`config.mk`:
```
export PLATFORM = sky130hd
export DESIGN_NAME = load_store_unit
export DESIGN_NICKNAME = d
export VERILOG_FILES = /design/src/rtl/rv_pkg.sv /design/src/rtl/lsu_align.sv /design/src/rtl/load_store_unit.sv
export SDC_FILE = /design/constraint.sdc
export NUM_CORES = 1
export LEC_CHECK = 0
export ABC_CLOCK_PERIOD_IN_PS = 5700
export CORE_UTILIZATION = 48
export CTS_BUF_LIST = sky130_fd_sc_hd__clkbuf_16
export DETAILED_ROUTE_END_ITERATION = 8
export PLACE_DENSITY = 0.95
export SYNTH_ARGS = -nofsm -noshare
export SYNTH_HDL_FRONTEND = slang
export SYNTH_SLANG_ARGS = --single-unit
```
`constraint.sdc`:
```
create_clock -name clock -period 5.7 [get_ports clock]
set_input_delay 0.57 -clock clock [delete_from_list [all_inputs] [get_ports clock]]
set_output_delay 0.57 -clock clock [all_outputs]
set_load 0.1 [all_outputs]
```
`src/rtl/rv_pkg.sv`:
```
// rv_pkg: shared definitions for the data-side load/store unit.
// Holds the RISC-V load/store funct3 encodings, the LSU FSM state type,
// the default memory depth, and small helpers that classify a request
// (legal funct3 for its direction, alignment for its access size).
package rv_pkg;

    localparam int MEM_WORDS_DEFAULT = 1024;

    localparam logic [2:0] F3_B  = 3'd0;
    localparam logic [2:0] F3_H  = 3'd1;
    localparam logic [2:0] F3_W  = 3'd2;
    localparam logic [2:0] F3_BU = 3'd4;
    localparam logic [2:0] F3_HU = 3'd5;

    typedef enum logic [2:0] {
        IDLE,
        RD,
        LD,
        MRG,
        WR
    } lsu_state_t;

    // Stores only come in B/H/W flavours; the unsigned encodings are load-only.
    function automatic logic funct3_legal(input logic store, input logic [2:0] f3);
        if (store) begin
            return (f3 == F3_B) || (f3 == F3_H) || (f3 == F3_W);
        end
        return (f3 == F3_B) || (f3 == F3_H) || (f3 == F3_W) ||
               (f3 == F3_BU) || (f3 == F3_HU);
    endfunction

    // funct3[1:0] gives the access size for both loads and stores.
    function automatic logic misaligned(input logic [2:0] f3, input logic [1:0] lane);
        case (f3[1:0])
            2'd1:    return lane[0];
            2'd2:    return lane != 2'd0;
            default: return 1'b0;
        endcase
    endfunction

endpackage

```
`src/rtl/lsu_align.sv`:
```
// lsu_align: combinational lane logic for the load/store unit.
// Ports:
//   funct3     - latched RISC-V funct3 of the request
//   lane       - byte offset addr[1:0] within the word
//   word       - word read back from memory
//   wdata      - low half of the store data
//   load_data  - selected byte/half, sign- or zero-extended
//   store_data - read word with the addressed byte/half replaced
module lsu_align
    import rv_pkg::*;
(
    input  logic [2:0]  funct3,
    input  logic [1:0]  lane,
    input  logic [31:0] word,
    input  logic [15:0] wdata,
    output logic [31:0] load_data,
    output logic [31:0] store_data
);

    logic [7:0]  byte_sel;
    logic [15:0] half_sel;

    always_comb begin
        byte_sel = word[7:0];
        case (lane)
            2'd0: byte_sel = word[7:0];
            2'd1: byte_sel = word[15:8];
            2'd2: byte_sel = word[23:16];
            2'd3: byte_sel = word[31:24];
            default: byte_sel = word[7:0];
        endcase
        half_sel = lane[1] ? word[31:16] : word[15:0];

        case (funct3)
            F3_B:    load_data = {{24{byte_sel[7]}}, byte_sel};
            F3_BU:   load_data = {24'd0, byte_sel};
            F3_H:    load_data = {{16{half_sel[15]}}, half_sel};
            F3_HU:   load_data = {16'd0, half_sel};
            default: load_data = word;
        endcase
    end

    // The memory has no byte enables, so sub-word stores rewrite the whole
    // word with every untouched byte carried over from the read.
    always_comb begin
        store_data = word;
        case (funct3[1:0])
            2'd0: store_data[{lane, 3'b000} +: 8] = wdata[7:0];
            2'd1: begin
                if (lane[1]) begin
                    store_data[31:16] = wdata;
                end else begin
                    store_data[15:0] = wdata;
                end
            end
            default: store_data = word;
        endcase
    end

endmodule

```
`src/rtl/load_store_unit.sv`:
```
// load_store_unit: single-outstanding RISC-V load/store initiator for the
// data port of the unified word memory.
// Ports:
//   clock, reset                  - rising-edge clock, synchronous active-high reset
//   req_valid/req_ready           - request handshake (ready only when idle)
//   req_store, req_funct3,
//   req_addr, req_wdata           - request fields, latched at accept
//   resp_valid, resp_rdata,
//   resp_fault                    - one-cycle completion pulse with result
//   mem_rw, mem_ain, mem_din      - memory data port controls (registered)
//   mem_dout                      - registered memory read data
module load_store_unit
    import rv_pkg::*;
#(
    parameter int MEM_WORDS = MEM_WORDS_DEFAULT,
    parameter int IDX_BITS  = 10
) (
    input  logic        clock,
    input  logic        reset,
    input  logic        req_valid,
    output logic        req_ready,
    input  logic        req_store,
    input  logic [2:0]  req_funct3,
    input  logic [31:0] req_addr,
    input  logic [31:0] req_wdata,
    output logic        resp_valid,
    output logic [31:0] resp_rdata,
    output logic        resp_fault,
    output logic        mem_rw,
    output logic [31:0] mem_ain,
    output logic [31:0] mem_din,
    input  logic [31:0] mem_dout
);

    lsu_state_t  state;
    lsu_state_t  state_n;

    logic        store_q;
    logic [2:0]  funct3_q;
    logic [1:0]  lane_q;
    logic [15:0] wdata_q;

    logic        latch_en;
    logic        rw_n;
    logic [31:0] ain_n;
    logic [31:0] din_n;
    logic        rv_n;
    logic        rf_n;
    logic [31:0] rdata_n;

    logic        req_fault;
    logic [31:0] req_index;
    logic [31:0] load_data;
    logic [31:0] store_data;

    assign req_ready = (state == IDLE);
    assign req_index = {{(32 - IDX_BITS){1'b0}}, req_addr[IDX_BITS+1:2]};

    // Comparing the word part of the address avoids overflow in 4*MEM_WORDS.
    assign req_fault = !funct3_legal(req_store, req_funct3) ||
                       misaligned(req_funct3, req_addr[1:0]) ||
                       (req_addr[31:2] >= 30'(MEM_WORDS));

    lsu_align u_align (
        .funct3     (funct3_q),
        .lane       (lane_q),
        .word       (mem_dout),
        .wdata      (wdata_q),
        .load_data  (load_data),
        .store_data (store_data)
    );

    always_ff @(posedge clock) begin
        if (reset) begin
            state <= IDLE;
        end else begin
            state <= state_n;
        end
    end

    // Every memory-port and response output is registered, so the next
    // values are chosen here one cycle ahead of the state they belong to.
    // A faulting request never leaves IDLE; SW goes straight to WR because
    // there is nothing to merge.
    always_comb begin
        state_n  = state;
        latch_en = 1'b0;
        rw_n     = 1'b0;
        ain_n    = mem_ain;
        din_n    = mem_din;
        rv_n     = 1'b0;
        rf_n     = 1'b0;
        rdata_n  = resp_rdata;
        case (state)
            IDLE: begin
                if (req_valid) begin
                    if (req_fault) begin
                        rv_n    = 1'b1;
                        rf_n    = 1'b1;
                        rdata_n = 32'd0;
                    end else begin
                        latch_en = 1'b1;
                        ain_n    = req_index;
                        if (req_store && (req_funct3 == F3_W)) begin
                            state_n = WR;
                            rw_n    = 1'b1;
                            din_n   = req_wdata;
                        end else begin
                            state_n = RD;
                        end
                    end
                end
            end
            RD: begin
                state_n = store_q ? MRG : LD;
            end
            LD: begin
                state_n = IDLE;
                rv_n    = 1'b1;
                rdata_n = load_data;
            end
            MRG: begin
                state_n = WR;
                rw_n    = 1'b1;
                din_n   = store_data;
            end
            WR: begin
                state_n = IDLE;
                rv_n    = 1'b1;
                rdata_n = 32'd0;
            end
            default: begin
                state_n = IDLE;
            end
        endcase
    end

    // A reset mid-operation also clears mem_rw, which is what stops a
    // pending read-modify-write from reaching memory.
    always_ff @(posedge clock) begin
        if (reset) begin
            resp_valid <= 1'b0;
            resp_fault <= 1'b0;
            resp_rdata <= 32'd0;
            mem_rw     <= 1'b0;
            mem_ain    <= 32'd0;
            mem_din    <= 32'd0;
            store_q    <= 1'b0;
            funct3_q   <= 3'd0;
            lane_q     <= 2'd0;
            wdata_q    <= 16'd0;
        end else begin
            resp_valid <= rv_n;
            resp_fault <= rf_n;
            resp_rdata <= rdata_n;
            mem_rw     <= rw_n;
            mem_ain    <= ain_n;
            mem_din    <= din_n;
            if (latch_en) begin
                store_q  <= req_store;
                funct3_q <= req_funct3;
                lane_q   <= req_addr[1:0];
                wdata_q  <= req_wdata[15:0];
            end
        end
    end

endmodule

```
==> impl_metrics.ini <==
[run_status]
outcome = finished clean

[place]
placed_cell_area_um2 = 7060
place_hpwl_mm = 13.9
detailedPlace.worstSlack_ns = 1.92
io_buffers = 180
place_congestion = 0.934

[clocking]
root_buffer = clkbuf_16
clockBufferDepth = 2
cts_made_buffers = 9
clock-sinks = 102
cts_setup_buffers = 0
insertion_delay_ns = 0.35
path_clk_slew_ns = 0.07
post_cts_resize_count = 0
htreeDepth = 3
cts_tree = yes
cts_hold_buf = 0

[min_path]
hp-class = reg2reg

[global_routing]
grt_use_total = 0.331
grt_pass1_vias = 5584
grt.overflow.total = 0
grt_antenna_before_repair = 0
grt_max_degree = 99
grt_pass1_wl_mm = 29.6

[route]
viasPerCell = 6.33
wl_per_cell_um = 20.9
dr.first_iter.drc_count = 490
antenna_left = 0
first_pass_iters = 6
totalWireLength_mm = 19.2
routed-via-count = 5812
drc_errors = 0

[sta]
fin_crit_sh = 0.611
setup_tns_ns = 0
finalCriticalPeriod_ns = 3.48
setup_viol_count_final = 0
slew_headroom = 0.152
clock.fmax_mhz = 287
skew_ns = 0.00525
worst_pin_slew_ns = 1.27
drv_slew = 0
final.setup.worst_slack_ns = 2.22
grt_setup_unrepaired = no
hold_viol_final = 0

[logic_synthesis]
synth_top_area_frac = 0.380
synth_commonest_cells = dfxtp_1 (102), nand2_1 (78), nor2_1 (64)
yosys_register_bits = 102
yosysMostFrequentCell = dfxtp_1
syn_avg_cell_area_um2 = 8.37
yosys_warnings = 0
synth_edf_count = 0
post_synth_instance_area_um2 = 5380
ys_seq_area_frac = 0.380
synth_area_leaders = dfxtp_1 (38%), a21oi_1 (5.5%), nand2_1 (5.4%), a221oi_1 (5.1%), o2bb2ai_1 (5.1%)
synthCells = 642
synth_area_leader_cell = dfxtp_1
async_flop_share = 0
ys.flop_type = dfxtp_1
synth_cell_types = 49

[worst_setup_path]
cp_slowest_stage_delay_ns = 0.94
setup.worst_path.start_class = register
cp-end-kind = register
crit_family = compound AO/OA/AOI/OAI gates
cp_max_fo = 18
worstPathRequired_ns = 5.88
crit_slowest_cell = o21ai_1
arrival_ns = 3.67
worstPathBufferInverterCount = 1
crit_type = reg2reg
worstPathCellList = inv_1 -> ha_1 -> a222oi_1 -> nand2b_1 -> a31o_2 -> o21ai_1 -> o2bb2ai_1
rrSetupSlack_ns = 2.22

[final_layout]
design_area_um2 = 7390
utilization = 0.678
final_nets = 884
seq_area_um2 = 2040
nFillCells = 859
layout-drive-gt1-share = 0.0424
area_growth_pct = 37.4
multi_input_area_um2 = 2980
antenna_cells = 0

[power]
power_leakage_nw = 2.57
powerDensity_nw_per_um2 = 215
combPwrFrac = 0.130
p_int_w = 0.00118
clock_power_share = 0.421
ir_worst_vdd_v = 0.000181
pwr-share-seq = 0.449
switching_power_w = 0.000410
swShare = 0.258

[floorplanning]
core_um2 = 10900
placementRows = 38
io_pins = 203
die_x_um = 108
die_h_um = 108
dieArea_um2 = 11600
start_util = 0.494

[job]
max_cap_viol_count = 0
cells in the final DEF (no fill, tap or decap), types with 4 or more instances in the layout:
cell type,instances
o21ai_0,10
nand3_1,7
clkdlybuf4s50_1,179
a22oi_1,7
nor4_1,6
o41ai_1,25
nand2b_1,6
conb_1,22
a221o_1,22
inv_1,6
nor2_1,63
buf_4,6
nand2_1,78
clkbuf_16,9
ha_1,8
nand4b_1,25
dfxtp_1,102
o2bb2ai_1,31
a22o_1,21
a21oi_1,59
a221oi_1,31
a21o_1,4
worst reg2reg max path, stage by stage, from the launching register on:
cell and delay (ns):
dfxtp_1 0.74, inv_1 0.21, ha_1 0.40, a222oi_1 0.37
nand2b_1 0.12, a31o_2 0.32, o21ai_1 0.94, o2bb2ai_1 0.21
path summary, 6_finish.rpt:
check | start | to | depth (start not counted)
worst min-delay path | mem_ain[5] | mem_ain[5] | 2
worst max register to register | lane_q[1] | resp_rdata[20] | 7
worst max-delay path | lane_q[1] | resp_rdata[20] | 7
worst min register to register | mem_ain[5] | mem_ain[5] | 2
per-layer routing:
layer  track usage  vias up  wire length [um]
met1         0.419     2808              7990
met4         0.114        0               421
li1              -     2649                 -
met5             0        -                 0
met3        0.0605       36              1490
met2         0.562      319              9300
flip-flops by register name (all words and copies together) (netlist names):
signal	cells
lane_q	2
state	3
funct3_q	3
store_q	1
resp_fault	1
resp_valid	1
mem_ain	10
mem_din	32
wdata_q	16
mem_rw	1
resp_rdata	32
final cells by class:
cell class / count / area share
multi-input combinational: 468 / 0.404
sequential: 102 / 0.276
timing repair buffer: 186 / 0.249
clock buffer: 9 / 0.0305
tap: 140 / 0.0237
clock inverter: 7 / 0.0132
inverter: 6 / 0.00305
cell families after synthesis:
group,share of synthesized area
AND/OR/NAND/NOR,0.194
adder cells (fa/ha/maj),0.0186
other,0.000698
XOR/XNOR,0.00163
flip-flops,0.380
multiplexers,0.00628
buffers and inverters,0.0817
AO/OA/AOI/OAI,0.318
power by group through the flow:
stage	logic, W	clock network (W)	registers (W)
floorplan	0.000111	0	0.000735
global placement	0.000200	0	0.000730
detailed placement	0.000204	0	0.000730
CTS	0.000205	0.000669	0.000713
global route	0.000216	0.000700	0.000713
finish	0.000207	0.000668	0.000713
metrics by stage:
| stage | power [W] | hold slack, ns | instances |
|---|---|---|---|
| floorplan | 0.000846 | 0.436 | 663 |
| global placement | 0.000930 | 0.440 | 902 |
| detailed placement | 0.000933 | 0.444 | 902 |
| CTS | 0.00159 | 0.462 | 918 |
| global route | 0.00163 | 0.477 | 918 |
| finish | 0.00159 | 0.459 | 918 |
Note: power is estimated with default switching activity, not from simulation.
